[src/rtl/alu_issue_stage_if.sv]
// Command, ALU-pin and result signals of the ALU issue stage, bundled for port connection.
// The slave side is the issue stage itself; the master side is its environment (source, ALU, consumer).
interface alu_issue_stage_if #(
    parameter int WIDTH = 128,
    parameter int SHW   = 5,
    parameter int SEQW  = 8
);
    logic             in_valid;
    logic             in_ready;
    logic [3:0]       in_opcode;
    logic [WIDTH-1:0] in_a;
    logic [WIDTH-1:0] in_b;
    logic [SHW-1:0]   in_shift;

    logic [3:0]       alu_opcode;
    logic [WIDTH-1:0] alu_input1;
    logic [WIDTH-1:0] alu_input2;
    logic [SHW-1:0]   alu_shift;
    logic [WIDTH-1:0] alu_result;
    logic             alu_carry;
    logic             alu_zero;
    logic             alu_sign;

    logic             out_valid;
    logic             out_ready;
    logic [WIDTH-1:0] out_result;
    logic             out_carry;
    logic             out_zero;
    logic             out_sign;
    logic             out_illegal;
    logic [SEQW-1:0]  out_seq;

    modport slave (
        input  in_valid, in_opcode, in_a, in_b, in_shift,
        input  alu_result, alu_carry, alu_zero, alu_sign,
        input  out_ready,
        output in_ready,
        output alu_opcode, alu_input1, alu_input2, alu_shift,
        output out_valid, out_result, out_carry, out_zero, out_sign, out_illegal, out_seq
    );

    modport master (
        output in_valid, in_opcode, in_a, in_b, in_shift,
        output alu_result, alu_carry, alu_zero, alu_sign,
        output out_ready,
        input  in_ready,
        input  alu_opcode, alu_input1, alu_input2, alu_shift,
        input  out_valid, out_result, out_carry, out_zero, out_sign, out_illegal, out_seq
    );
endinterface

[src/rtl/alu_issue_stage.sv]
// Issue stage for the combinational ALU: a command FIFO feeds the ALU pins and a valid/ready
// result register captures the ALU outputs with a sequence tag, giving a one-stage pipeline.
module alu_issue_stage #(
    parameter int WIDTH = 128,
    parameter int SHW   = 5,
    parameter int DEPTH = 2,
    parameter int SEQW  = 8
) (
    input logic             clk,
    input logic             rst_n,
    alu_issue_stage_if.slave bus
);
    localparam int AW = $clog2(DEPTH);

    typedef struct packed {
        logic [3:0]       opcode;
        logic [SHW-1:0]   shift;
        logic [WIDTH-1:0] a;
        logic [WIDTH-1:0] b;
    } cmd_t;

    cmd_t             mem_q [DEPTH];
    cmd_t             head;
    logic [AW:0]      wr_ptr_q, wr_ptr_d;
    logic [AW:0]      rd_ptr_q, rd_ptr_d;
    logic             full, empty, push, issue;

    logic             out_valid_q, out_valid_d;
    logic [WIDTH-1:0] out_result_q, out_result_d;
    logic             out_carry_q, out_carry_d;
    logic             out_zero_q, out_zero_d;
    logic             out_sign_q, out_sign_d;
    logic             out_illegal_q, out_illegal_d;
    logic [SEQW-1:0]  out_seq_q, out_seq_d;
    logic [SEQW-1:0]  seq_q, seq_d;

    // Pointers carry one extra wrap bit so full and empty are distinguishable at equal indices.
    always_comb begin
        empty = (wr_ptr_q == rd_ptr_q);
        full  = (wr_ptr_q == {~rd_ptr_q[AW], rd_ptr_q[AW-1:0]});
        push  = bus.in_valid & ~full;
        issue = ~empty & (~out_valid_q | bus.out_ready);
        head  = mem_q[rd_ptr_q[AW-1:0]];
    end

    // NOTE: every signal gets its hold value first, so no path through this block can infer a latch.
    always_comb begin
        wr_ptr_d      = wr_ptr_q;
        rd_ptr_d      = rd_ptr_q;
        out_valid_d   = out_valid_q;
        out_result_d  = out_result_q;
        out_carry_d   = out_carry_q;
        out_zero_d    = out_zero_q;
        out_sign_d    = out_sign_q;
        out_illegal_d = out_illegal_q;
        out_seq_d     = out_seq_q;
        seq_d         = seq_q;

        if (push) wr_ptr_d = wr_ptr_q + (AW+1)'(1);

        if (issue) begin
            rd_ptr_d    = rd_ptr_q + (AW+1)'(1);
            out_valid_d = 1'b1;
            out_seq_d   = seq_q;
            seq_d       = seq_q + SEQW'(1);
            if (head.opcode[3]) begin
                out_result_d  = '0;
                out_carry_d   = 1'b0;
                out_zero_d    = 1'b1;
                out_sign_d    = 1'b0;
                out_illegal_d = 1'b1;
            end else begin
                out_result_d  = bus.alu_result;
                out_carry_d   = bus.alu_carry;
                out_zero_d    = bus.alu_zero;
                out_sign_d    = bus.alu_sign;
                out_illegal_d = 1'b0;
            end
        end else if (out_valid_q && bus.out_ready) begin
            out_valid_d = 1'b0;
        end
    end

    // NOTE: state flops use non-blocking assignment so every flop samples pre-edge values.
    always_ff @(posedge clk or negedge rst_n) begin
        if (!rst_n) begin
            wr_ptr_q      <= '0;
            rd_ptr_q      <= '0;
            out_valid_q   <= 1'b0;
            out_result_q  <= '0;
            out_carry_q   <= 1'b0;
            out_zero_q    <= 1'b0;
            out_sign_q    <= 1'b0;
            out_illegal_q <= 1'b0;
            out_seq_q     <= '0;
            seq_q         <= '0;
        end else begin
            wr_ptr_q      <= wr_ptr_d;
            rd_ptr_q      <= rd_ptr_d;
            out_valid_q   <= out_valid_d;
            out_result_q  <= out_result_d;
            out_carry_q   <= out_carry_d;
            out_zero_q    <= out_zero_d;
            out_sign_q    <= out_sign_d;
            out_illegal_q <= out_illegal_d;
            out_seq_q     <= out_seq_d;
            seq_q         <= seq_d;
        end
    end

    // NOTE: the storage array has no reset; stale entries are never visible because the head is gated by empty.
    always_ff @(posedge clk) begin
        if (push) mem_q[wr_ptr_q[AW-1:0]] <= '{opcode: bus.in_opcode, shift: bus.in_shift,
                                               a: bus.in_a, b: bus.in_b};
    end

    assign bus.in_ready    = ~full;
    assign bus.alu_opcode  = empty ? '0 : head.opcode;
    assign bus.alu_input1  = empty ? '0 : head.a;
    assign bus.alu_input2  = empty ? '0 : head.b;
    assign bus.alu_shift   = empty ? '0 : head.shift;

    assign bus.out_valid   = out_valid_q;
    assign bus.out_result  = out_result_q;
    assign bus.out_carry   = out_carry_q;
    assign bus.out_zero    = out_zero_q;
    assign bus.out_sign    = out_sign_q;
    assign bus.out_illegal = out_illegal_q;
    assign bus.out_seq     = out_seq_q;
endmodule

[src/flat_wrapper.sv]
// flat-port wrapper written by rule: the top's interface ports become plain ports
module alu_issue_stage_flat 
#(
    parameter int WIDTH = 128,
    parameter int SHW   = 5,
    parameter int DEPTH = 2,
    parameter int SEQW  = 8
)
  (clk, rst_n, bus_in_valid, bus_in_opcode, bus_in_a, bus_in_b, bus_in_shift, bus_alu_result, bus_alu_carry, bus_alu_zero, bus_alu_sign, bus_out_ready, bus_in_ready, bus_alu_opcode, bus_alu_input1, bus_alu_input2, bus_alu_shift, bus_out_valid, bus_out_result, bus_out_carry, bus_out_zero, bus_out_sign, bus_out_illegal, bus_out_seq);
  alu_issue_stage_if #(.WIDTH(WIDTH), .SHW(SHW), .SEQW(SEQW)) bus_i ();
  input logic clk;
  input logic rst_n;
  input wire logic [$bits(bus_i.in_valid)-1:0] bus_in_valid;
  input wire logic [$bits(bus_i.in_opcode)-1:0] bus_in_opcode;
  input wire logic [$bits(bus_i.in_a)-1:0] bus_in_a;
  input wire logic [$bits(bus_i.in_b)-1:0] bus_in_b;
  input wire logic [$bits(bus_i.in_shift)-1:0] bus_in_shift;
  input wire logic [$bits(bus_i.alu_result)-1:0] bus_alu_result;
  input wire logic [$bits(bus_i.alu_carry)-1:0] bus_alu_carry;
  input wire logic [$bits(bus_i.alu_zero)-1:0] bus_alu_zero;
  input wire logic [$bits(bus_i.alu_sign)-1:0] bus_alu_sign;
  input wire logic [$bits(bus_i.out_ready)-1:0] bus_out_ready;
  output wire logic [$bits(bus_i.in_ready)-1:0] bus_in_ready;
  output wire logic [$bits(bus_i.alu_opcode)-1:0] bus_alu_opcode;
  output wire logic [$bits(bus_i.alu_input1)-1:0] bus_alu_input1;
  output wire logic [$bits(bus_i.alu_input2)-1:0] bus_alu_input2;
  output wire logic [$bits(bus_i.alu_shift)-1:0] bus_alu_shift;
  output wire logic [$bits(bus_i.out_valid)-1:0] bus_out_valid;
  output wire logic [$bits(bus_i.out_result)-1:0] bus_out_result;
  output wire logic [$bits(bus_i.out_carry)-1:0] bus_out_carry;
  output wire logic [$bits(bus_i.out_zero)-1:0] bus_out_zero;
  output wire logic [$bits(bus_i.out_sign)-1:0] bus_out_sign;
  output wire logic [$bits(bus_i.out_illegal)-1:0] bus_out_illegal;
  output wire logic [$bits(bus_i.out_seq)-1:0] bus_out_seq;
  assign bus_i.in_valid = bus_in_valid;
  assign bus_i.in_opcode = bus_in_opcode;
  assign bus_i.in_a = bus_in_a;
  assign bus_i.in_b = bus_in_b;
  assign bus_i.in_shift = bus_in_shift;
  assign bus_i.alu_result = bus_alu_result;
  assign bus_i.alu_carry = bus_alu_carry;
  assign bus_i.alu_zero = bus_alu_zero;
  assign bus_i.alu_sign = bus_alu_sign;
  assign bus_i.out_ready = bus_out_ready;
  assign bus_in_ready = bus_i.in_ready;
  assign bus_alu_opcode = bus_i.alu_opcode;
  assign bus_alu_input1 = bus_i.alu_input1;
  assign bus_alu_input2 = bus_i.alu_input2;
  assign bus_alu_shift = bus_i.alu_shift;
  assign bus_out_valid = bus_i.out_valid;
  assign bus_out_result = bus_i.out_result;
  assign bus_out_carry = bus_i.out_carry;
  assign bus_out_zero = bus_i.out_zero;
  assign bus_out_sign = bus_i.out_sign;
  assign bus_out_illegal = bus_i.out_illegal;
  assign bus_out_seq = bus_i.out_seq;
  alu_issue_stage #(.WIDTH(WIDTH), .SHW(SHW), .DEPTH(DEPTH), .SEQW(SEQW)) u_core (.clk(clk), .rst_n(rst_n), .bus(bus_i));
endmodule
[config.mk]
export PLATFORM = sky130hd
export DESIGN_NAME = alu_issue_stage_flat
export DESIGN_NICKNAME = d
export VERILOG_FILES = /design/src/rtl/alu_issue_stage_if.sv /design/src/rtl/alu_issue_stage.sv /design/src/flat_wrapper.sv
export SDC_FILE = /design/constraint.sdc
export NUM_CORES = 1
export LEC_CHECK = 0
export CAP_MARGIN = 20
export CORE_AREA = 2 2 310 312
export CTS_CLUSTER_SIZE = 25
export DETAILED_ROUTE_END_ITERATION = 12
export DIE_AREA = 0 0 312 314
export PLACE_DENSITY_LB_ADDON = 0.3
export SYNTH_ARGS = -nofsm -noshare
export SYNTH_HDL_FRONTEND = slang
export SYNTH_SLANG_ARGS = --single-unit
[constraint.sdc]
create_clock -name clk -period 31.6 [get_ports clk]
set_input_delay 7.9 -clock clk [delete_from_list [all_inputs] [get_ports clk]]
set_output_delay 7.9 -clock clk [all_outputs]
set_load 0.005 [all_outputs]
Word level (Yosys, flattened, before mapping)
Memory sizes are Yosys's and may differ from the RTL's.
Cells that the tools add are included.
{ "op_classes": {"addsub": 3, "bitwise_logic": 7, "mux": 13, "reduce_logical": 2, "n_eq_ne": 2} }
{ "op_table": {"columns": ["operator", "count"], "rows": [
  ["$mux W128", 3],
  ["$add A8 B1 Y8 const B", 1],
  ["$mux W1", 8],
  ["$mux W5", 1],
  ["$add A2 B1 Y2 const B", 2],
  ["$eq A2 B2 Y1", 2],
  ["$mux W4", 1],
  ["$not A1 Y1", 4],
  ["$and A1 B1 Y1", 2],
  ["$reduce_bool A2 Y1", 1],
  ["$logic_and A1 B1 Y1", 1],
  ["$or A1 B1 Y1", 1]
]} }
{ "totals": {"mem_bits_rw": 530, "word_cells": 38, "inputBits": 400, "out_inout_bits": 407, "n_memories": 1, "reg_bits": 153} }
{ "memory_table": {"columns": ["memory", "words", "word_bits", "read_ports", "rd_ports_with_merged_regs", "wr", "line", "source"], "rows": [
  ["u_core.mem_q", 2, 265, 1, 0, 1, "alu_issue_stage.sv:22", "cmd_t mem_q [DEPTH];"]
]} }

Depth between registers and ports, before layout
Gate-level depths: netlist of run 1.
{ "depth": {"word_depth": 6, "depth_mapped": 7, "mapped_depth_nobuf": 4} }

Worst setup path before layout of run 1
Ideal clock, no wire load.
{ "synth_timing": {"path_kind": "input to register", "start": "input port bus_in_valid", "end": "memory u_core.mem_q[0][0] in the netlist's numbering (enable)", "t_arrival_ns": 18.950, "t_required_ns": 30.705, "setup_slack_ns": 11.755, "setup_ns": 0.895, "path_buffers": 0, "cell_stages": 2, "path_cell_list": "nand2_1 -> nor2_1"} }
{ "synth_via": {"elab_chain_len": 3} }
{ "synth_rtl": {"columns": ["element", "line", "source"], "rows": [
  ["from (decl)", "flat_wrapper.sv:13", "input wire logic [$bits(bus_i.in_valid)-1:0] bus_in_valid;"],
  ["$and A1 B1 Y1", "alu_issue_stage.sv:41", "push = bus.in_valid & ~full;"],
  ["$mux W1", "alu_issue_stage.sv:113", "if (push) mem_q[wr_ptr_q[AW-1:0]] <= '{opcode: bus.in_opcode, shift: bus.in_shift,"],
  ["$mux W1 (not written as such)", "alu_issue_stage.sv:113", null],
  ["to (decl)", "alu_issue_stage.sv:22", null]
]} }
No other way between the ends.

Worst setup path after layout of run 1
{ "layout_timing": {"start": "register u_core.rd_ptr_q[0]", "end": "output port bus_alu_input1[69]"} }
{ "layout_via": {"elab_chain_len": 2, "elab_cells_between_ends": 3, "classes_between": "eq/ne (1); mux (1); memory (1)"} }
{ "layout_rtl": {"columns": ["element", "line", "source"], "rows": [
  ["from (decl)", "alu_issue_stage.sv:25", "logic [AW:0] rd_ptr_q, rd_ptr_d;"],
  ["from (signal assigned)", "alu_issue_stage.sv:99", "rd_ptr_q <= rd_ptr_d;"],
  ["$mem_v2 Z2 W265 / $eq A2 B2 Y1 (equally long branches)", null, null],
  ["$mux W128 *", "alu_issue_stage.sv:119", "assign bus.alu_input1 = empty ? '0 : head.a;"],
  ["to (decl)", "flat_wrapper.sv:25", "output wire logic [$bits(bus_i.alu_input1)-1:0] bus_alu_input1;"]
]} }
Mark *: on every way between the ends. The rest lies on a longest branch, timed or not.

==> results.yml, run 1 <==
drt:
  dr.pass1.iters: 5
  drtAntennaViolNets: 0
  drt_iter0_markers: 1214
  num_vias: 17286
  wirelength_um: 82800
  drc: 0
  post_drt_wl_per_cell_um: 21.1
  avgViaCountPerCell: 4.42
synthesis:
  syn_area_um2: 25900
  syn_nets: 2174
  synthTopCellsByArea: "edfxtp_1 61%, dfrtp_1 15%, mux2i_1 10%"
  yosysTopAreaCell: "edfxtp_1"
  ys_seq_area_frac: 0.761
  syn_avg_cell_area_um2: 14.6
  synth_cells: 1773
  ys_warn_count: 0
  synth.distinct_cells: 25
  synth_top_area_frac: 0.614
  ys_ff_latch: 683
cts:
  post-cts-setup-buffers: 0
  cts-hold-fix-buffers: 0
  cts_resized: 0
  path_clk_slew_ps: 60
  cts-root-buf: "clkbuf_16"
  ctsHtreeMaxLevel: 3
  clkLatencyLatePin_ps: 640
  cts_tree: "built"
  cts_sinks: 683
  ctsLongestPathBuffers: 3
  cts_buffers: 78
worst_setup_path:
  crit_end: "bus_alu_input1[69]"
  worst-path-max-fanout: 59
  startpoint: "u_core.rd_ptr_q[0]"
  required_ps: 23700
  reg2reg_slack_ps: 27280
  cp.arrival_ps: 4550
  end_kind: "primary output"
  r2r_end: "u_core.mem_q[0][169]"
  setup.worst_path.start_class: "flip-flop"
  rr_worst_depth: 6
  path_class: "reg2out"
  r2r-start: "u_core.rd_ptr_q[0]"
finish:
  n_fill_cell: 8898
  final_nets: 2977
  regArea_um2: 19700
  area_delta_synth_final_pct: 46.5
  multi_input_comb_area_um2: 5680
  stdcell_count: 3914
  drive_above_1_share: 0.0572
place:
  dp_slack_ps: 19710
  hpwl_um: 58800
  gp_congestion: 0.902
  io_buffers: 806
  dp.cells: 3760
timing:
  clock_skew_ps: 25.1
  fin_crit_ps: 12450
  setup_violations: 0
  report.final.hold_viol_count: 0
  rsz0062_at_grt: "no"
  setup_tns_ps: 0
  max_clock_freq_ghz: 0.0803
  tightest_slew_ps: 1120
  max_slew_margin: 0.254
  slew_viol_final: 0
  setup_ws_ps: 19150
  finalCritPeriodShare: 0.394
floorplan:
  design.core.area_um2: 94400
  die_x_um: 312
  die_h_um: 314
  start_util: 0.275
  rows: 113
  dieArea_um2: 98000
  ios: 807
grt:
  grt_start_max_net_pins: 169
  grt_overflow: 0
  grt_usage: 0.163
  antenna_found_initial: 18
  grt_pass1_wl_um: 119000
  grt_pass1_vias: 17988
power:
  irDropWorstVdd_mv: 0.0833
  power_density_nw_per_um2: 111
  p_leak_nw: 14.8
  p_total_mw: 4.21
worst_hold_path:
  hp-class: "reg2reg"
status:
  status: "complete, no violations"
job:
  drv_cap: 0
## power by group
part | internal [mW] | total [mW] | switching, mW
Clock | 0.555 | 0.925 | 0.370
Combinational | 0.917 | 1.88 | 0.965
Sequential | 1.30 | 1.40 | 0.104
## synthesized netlist by cell type (all sizes together)
cell      n
and4      1
dfrtp   153
o21ai     2
xor2      5
nand2   294
o21a      1
a31oi     1
inv       1
mux2i   265
nand4     2
xnor2     8
nor3      2
clkbuf   15
nor2    268
nand2b    2
ha        1
buf      89
and3      1
edfxtp  530
nand3   132
## flip-flops by register name (all words and copies together), names as in the netlist
| signal | flops |
|---|---|
| u_core.mem_q | 530 |
| u_core.bus.out_result | 128 |
| u_core.bus.out_seq | 8 |
| u_core.seq_q | 8 |
| u_core.rd_ptr_q | 2 |
| u_core.wr_ptr_q | 2 |
| u_core.bus.out_carry | 1 |
| u_core.bus.out_illegal | 1 |
| u_core.bus.out_sign | 1 |
| u_core.bus.out_valid | 1 |
| u_core.bus.out_zero | 1 |
## critical path: stages (launching register included)
cell and delay, ps:
dfrtp_4 590, buf_4 590, buf_4 830, buf_4 840
mux2i_1 230, nor2_1 140, clkdlybuf4s50_1 520
## how the worst min path moves through the flow
stage / start / end / slack, ps / cells after the start
floorplan: u_core.seq_q[7] / u_core.seq_q[7] / 440 / 1
global placement: u_core.bus.out_result[73] / u_core.bus.out_result[73] / 450 / 2
detailed placement: u_core.bus.out_result[70] / u_core.bus.out_result[70] / 450 / 2
CTS: u_core.bus.out_result[36] / u_core.bus.out_result[36] / 470 / 2
global route: u_core.bus.out_result[106] / u_core.bus.out_result[106] / 480 / 2
finish: u_core.bus.out_result[97] / u_core.bus.out_result[97] / 460 / 2
## stage by stage
stage                     area (µm²)  hold slack (ps)  utilization
after floorplan                25900              441            -
after global placement         35300              448        0.373
after detailed placement       35300              455        0.373
after CTS                      37900              468        0.402
after global routing           38000              483        0.402
final                          38000              464        0.402
## layout by cell type, fill, tap and decap left out, drive strengths merged, types with 2 or more instances in the layout
cell / n
dfrtp: 153
edfxtp: 530
nand2b: 2
clkinvlp: 6
nor3: 2
nor2: 268
xor2: 5
inv: 5
xnor2: 8
clkinv: 28
nand3: 132
clkbuf: 98
clkdlybuf4s50: 805
diode: 7
o21ai: 2
bufinv: 10
mux2i: 265
nand4: 2
buf: 22
nand2: 294
## cell type report
cell class | instances | share of cell area
flip-flops and latches | 683 | 0.520
clock buffers | 98 | 0.0550
inverters | 1 | 0.0000988
diodes | 7 | 0.000461
multi-input cells | 985 | 0.150
well taps | 1265 | 0.0417
repair buffers | 827 | 0.218
clock inverters | 48 | 0.0151
## logic make-up after synthesis
kind of cell             synth area share
AO/OA/AOI/OAI                     0.00135
XOR/XNOR                          0.00468
adder cells (fa/ha/maj)          0.000482
buffers and inverters              0.0209
flip-flops                          0.761
multiplexers                        0.102
AND/OR/NAND/NOR                     0.109
## per-layer routing
metal,vias to the layer above,GRT usage,share of wire
li1,7907,-,-
met1,8480,0.181,0.37
met2,746,0.283,0.50
met3,139,0.0601,0.089
met4,14,0.0695,0.033
met5,-,0,0.00093
Note: power is estimated with default switching activity, not from simulation.
==> run 2: changes to the inputs <==
Clock period 31.6 ns to 12.56 ns, I/O delays scaled along.
==> run 2 against run 1 <==
Net effect:
- clock power grew 140%
- critical endpoint is now bus_alu_input2[90]
- design area shrank 0.32%
- sequential cell count is the same
- clock-buffer cell count grew 5
- register-to-register slack lost 18000 ps
- utilization shrank 0.13 points
- via count shrank 1.4%
- critical path type unchanged
- highest routed layer unchanged
- global-route usage shrank 0.98 points
==> results.yml, run 2 (synthesized netlist as in run 1, its figures left out) <==
worst_setup_path:
  worst-path-max-fanout: 149
  cp.arrival_ps: 3930
  path_class: "reg2out"
  cp_cell_sequence: "xor2_2 -> nor2_4 -> buf_12 -> nor2_1 -> clkdlybuf4s50_1"
  crit_family: "simple AND/OR/NAND/NOR gates"
  setup.worst_path.start_class: "flip-flop"
  cp_num_buf_inv: 2
  end_kind: "primary output"
  cp_slowest_cell: "nor2_4"
  slowest_delay_ps: 760
  required_ps: 9420
place:
  dp.cells: 3757
  dp_slack_ps: 6190
  gp_congestion: 0.868
  hpwl_um: 54800
  dpl_cell_area_um2: 35300
  io_buffers: 806
worst_hold_path:
  hp-class: "reg2reg"
power:
  p_leak_nw: 14.7
  irDropWorstVdd_mv: 0.255
  p_total_mw: 10.5
  power_density_nw_per_um2: 276
timing:
  holdWs_ps: 464
  finalCritPeriodShare: 0.563
  fin_crit_ps: 7070
  max_slew_margin: 0.133
  tightest_slew_ps: 1300
  clock_skew_ps: 29.0
  setup_violations: 0
  rsz0062_at_grt: "no"
  max_clock_freq_ghz: 0.141
  setup_ws_ps: 5490
  slew_viol_final: 0
  setup_tns_ps: 0
  report.final.hold_viol_count: 0
grt:
  antenna_found_initial: 19
  grt_start_max_net_pins: 150
  use_met2: 0.274
  use_met3: 0.0497
  grt_overflow: 0
  grt_pass1_vias: 17683
  grt_pass1_wl_um: 114000
  grt.busiest_layer: "met2"
  grt_usage: 0.154
  grt_util_met1: 0.173
cts:
  cts_resized: 0
  ctsHtreeMaxLevel: 3
  cts_sinks: 683
  cts-root-buf: "clkbuf_16"
  cts_buffers: 78
  post-cts-setup-buffers: 0
  ctsLongestPathBuffers: 3
  cts_tree: "built"
  path_clk_slew_ps: 50
  clkLatencyLatePin_ps: 640
  cts-hold-fix-buffers: 0
finish:
  area_delta_synth_final_pct: 46.0
  largest_reg_flops: 530
  mostFrequentLayoutCells: "805 x clkdlybuf4s50_1, 530 x edfxtp_1, 294 x nand2_1"
  stdcell_area_um2: 37900
  stdcell_count: 3907
  final_common_cell: "clkdlybuf4s50_1"
  post-route-util: 0.401
  drive_above_1_share: 0.0524
  final_nets: 2974
drt:
  drtAntennaViolNets: 0
  wirelength_um: 78200
  drt_iter0_markers: 1035
  post_drt_wl_per_cell_um: 20.0
  avgViaCountPerCell: 4.36
  drc: 0
  dr.pass1.iters: 5
  num_vias: 17051
status:
  status: "complete, no violations"
floorplan:
  start_util: 0.275
  ios: 807
  die_x_um: 312
  design.core.area_um2: 94400
  die_h_um: 314
  dieArea_um2: 98000
  rows: 113
job:
  drv_cap: 0
==> run 2: final cells by class <==
type                    count  area, µm²
multi-input cells         985       5680
fillers                  8844      56600
repair buffers            824       8290
flip-flops and latches    683      19700
diodes                      7       17.5
inverters                   1       3.75
clock inverters            39        360
well taps                1265       1580
clock buffers             103       2170
==> run 2: worst reg2reg max path: cells and delay by family, from the launching register on <==
kind | cells | cell delay (ps)
buffers and inverters | 3 | 1280
xor gates and xnor gates | 1 | 410
DFF | 1 | 640
and+or+nand+nor | 3 | 730
==> run 2: layer usage <==
| layer | part of all wire | wire, µm |
|---|---|---|
| met4 | 0.019 | 1490 |
| met3 | 0.080 | 6230 |
| met5 | 0.0016 | 122 |
| met1 | 0.38 | 29500 |
| met2 | 0.52 | 40800 |
==> run 2: worst paths after layout <==
path	to	depth (start not counted)	slack, ps	from
setup reg to reg	u_core.mem_q[0][55]	7	9120	u_core.rd_ptr_q[0]
min in group asynchronous	u_core.bus.out_result[61]	1	2560	rst_n
hold / removal	u_core.bus.out_result[106]	2	460	u_core.bus.out_result[106]
hold reg to reg	u_core.bus.out_result[106]	2	460	u_core.bus.out_result[106]
setup / recovery	bus_alu_input2[90]	5	5490	u_core.rd_ptr_q[0]
max in group asynchronous	u_core.bus.out_result[5]	2	8520	rst_n
==> run 2: power breakdown <==
part           switching, mW  internal, mW  leakage [nW]
clock network          0.916          1.32          1.23
registers              0.231          3.27          6.90
logic                   2.41          2.32          6.60
==> run 3: changes to the inputs <==
Clock period 12.56 ns to 6.59 ns, I/O delays scaled along.
==> run 3 against run 2 <==
Net effect:
- sequential share of layout area is 0.11 points lower
- clock-buffer cell count rose by 1
- power grew 93%
- via count up 0.67%
- worst hold slack better by 1.2 ps
- clock skew is 6.2 ps lower
- critical path depth stayed put
- global-route usage rose by 1.0 points
- wire length grew 6.0%
- sequential cell count stayed put
- clock power up 95%
==> results.yml, run 3 (synthesized netlist as in run 1, its figures left out) <==
worst_setup_path:
  setup.worst_path.start_class: "flip-flop"
  cp_cell_sequence: "buf_4 -> buf_4 -> mux2i_1 -> nor2_1 -> clkdlybuf4s50_1"
  path_class: "reg2out"
  slowest_delay_ps: 770
  cp.arrival_ps: 3520
  cp_slowest_cell: "buf_4"
  cp_common_cell: "buf_4"
  end_kind: "primary output"
  required_ps: 4940
  worst-path-max-fanout: 55
finish:
  final_nets: 2980
  mostFrequentLayoutCells: "805 x clkdlybuf4s50_1, 530 x edfxtp_1, 294 x nand2_1"
  regArea_um2: 19700
  largest_reg_flops: 530
  area_delta_synth_final_pct: 46.3
  n_fill_cell: 8931
  multi_input_comb_area_um2: 5680
  drive_above_1_share: 0.0557
  final_common_cell: "clkdlybuf4s50_1"
  stdcell_count: 3909
  stdcell_area_um2: 37900
cts:
  cts-hold-fix-buffers: 0
  cts_resized: 0
  ctsHtreeMaxLevel: 3
  cts_sinks: 683
  cts_buffers: 77
  ctsLongestPathBuffers: 3
  path_clk_slew_ps: 60
  post-cts-setup-buffers: 0
  clkLatencyLatePin_ps: 650
  cts_tree: "built"
  cts-root-buf: "clkbuf_16"
place:
  dp_slack_ps: 2050
  hpwl_um: 58200
  io_buffers: 806
  gp_congestion: 0.895
  dpl_cell_area_um2: 35300
  dp.cells: 3765
drt:
  drc: 0
  avgViaCountPerCell: 4.39
  post_drt_wl_per_cell_um: 21.2
  dr.pass1.iters: 6
  num_vias: 17166
  drt_iter0_markers: 1135
  wirelength_um: 82900
  drtAntennaViolNets: 0
floorplan:
  rows: 113
  die_x_um: 312
  dieArea_um2: 98000
  ios: 807
  start_util: 0.275
  die_h_um: 314
  design.core.area_um2: 94400
timing:
  max_clock_freq_ghz: 0.193
  finalCritPeriodShare: 0.784
  fin_crit_ps: 5170
  clock_skew_ps: 22.7
  rsz0062_at_grt: "no"
  setup_ws_ps: 1420
  slew_viol_final: 0
  max_slew_margin: 0.250
  report.final.hold_viol_count: 0
  tightest_slew_ps: 1130
  setup_tns_ps: 0
  setup_violations: 0
power:
  p_leak_nw: 14.8
  irDropWorstVdd_mv: 0.378
  p_total_mw: 20.2
  power_density_nw_per_um2: 532
worst_hold_path:
  hp-class: "reg2reg"
grt:
  grt_pass1_vias: 18093
  grt_start_max_net_pins: 134
  grt_pass1_wl_um: 119000
  grt_usage: 0.164
  grt_overflow: 0
  antenna_found_initial: 25
job:
  drv_cap: 0
status:
  status: "complete, no violations"
run 3: cell count changes in the layout (fill, tap and decap cells not counted), sizes merged:
cell and change:
diode -2, clkbuf +1, clkinv -9, buf +7, bufinv +3, inv +2
run 3: final timing paths:
check,start,endpoint,slack [ps],cells past startpoint
max,u_core.rd_ptr_q[0],bus_alu_input2[37],1420,5
min,u_core.bus.out_result[79],u_core.bus.out_result[79],460,2
max reg2reg,u_core.rd_ptr_q[0],u_core.mem_q[1][235],3530,4
min reg2reg,u_core.bus.out_result[79],u_core.bus.out_result[79],460,2
max in group asynchronous,rst_n,u_core.bus.out_result[7],4100,2
min in group asynchronous,rst_n,u_core.bus.out_result[52],1080,1
run 3: report_power, final:
part / switching, mW / internal, mW / total [mW]
clock: 1.76 / 2.60 / 4.36
combinational: 4.67 / 4.44 / 9.12
sequential: 0.487 / 6.23 / 6.72
total: 6.92 / 13.3 / 20.2
run 3: cell type report:
type                            count  share of cell area
Sequential cell                   683               0.521
Timing Repair Buffer              831               0.220
Multi-Input combinational cell    985               0.150
Clock buffer                      104              0.0562
Tap cell                         1265              0.0417
Clock inverter                     35              0.0118
Antenna cell                        5            0.000330
Inverter                            1           0.0000989
run 3: stage by stage:
stage               hold slack (ps)  utilization
floorplan                       441            -
global placement                449        0.374
detailed placement              455        0.374
CTS                             467        0.402
global route                    490        0.402
finish                          465        0.402
run 3: worst max-delay path, delay by kind of cell (launching register included):
kind	cells	cell delay, ps
buffers and inverters	3	1720
multiplexers	1	210
flip-flops	1	660
AND/OR/NAND/NOR	1	150
run 3: routing by layer:
layer / vias to the layer above / track usage / wire (µm) / part of all wire
met5: - / 0 / 110 / 0.0013
met4: 20 / 0.0528 / 2420 / 0.029
met3: 160 / 0.0642 / 7350 / 0.089
met2: 718 / 0.287 / 42200 / 0.51
met1: 8376 / 0.181 / 30800 / 0.37
li1: 7892 / - / - / -
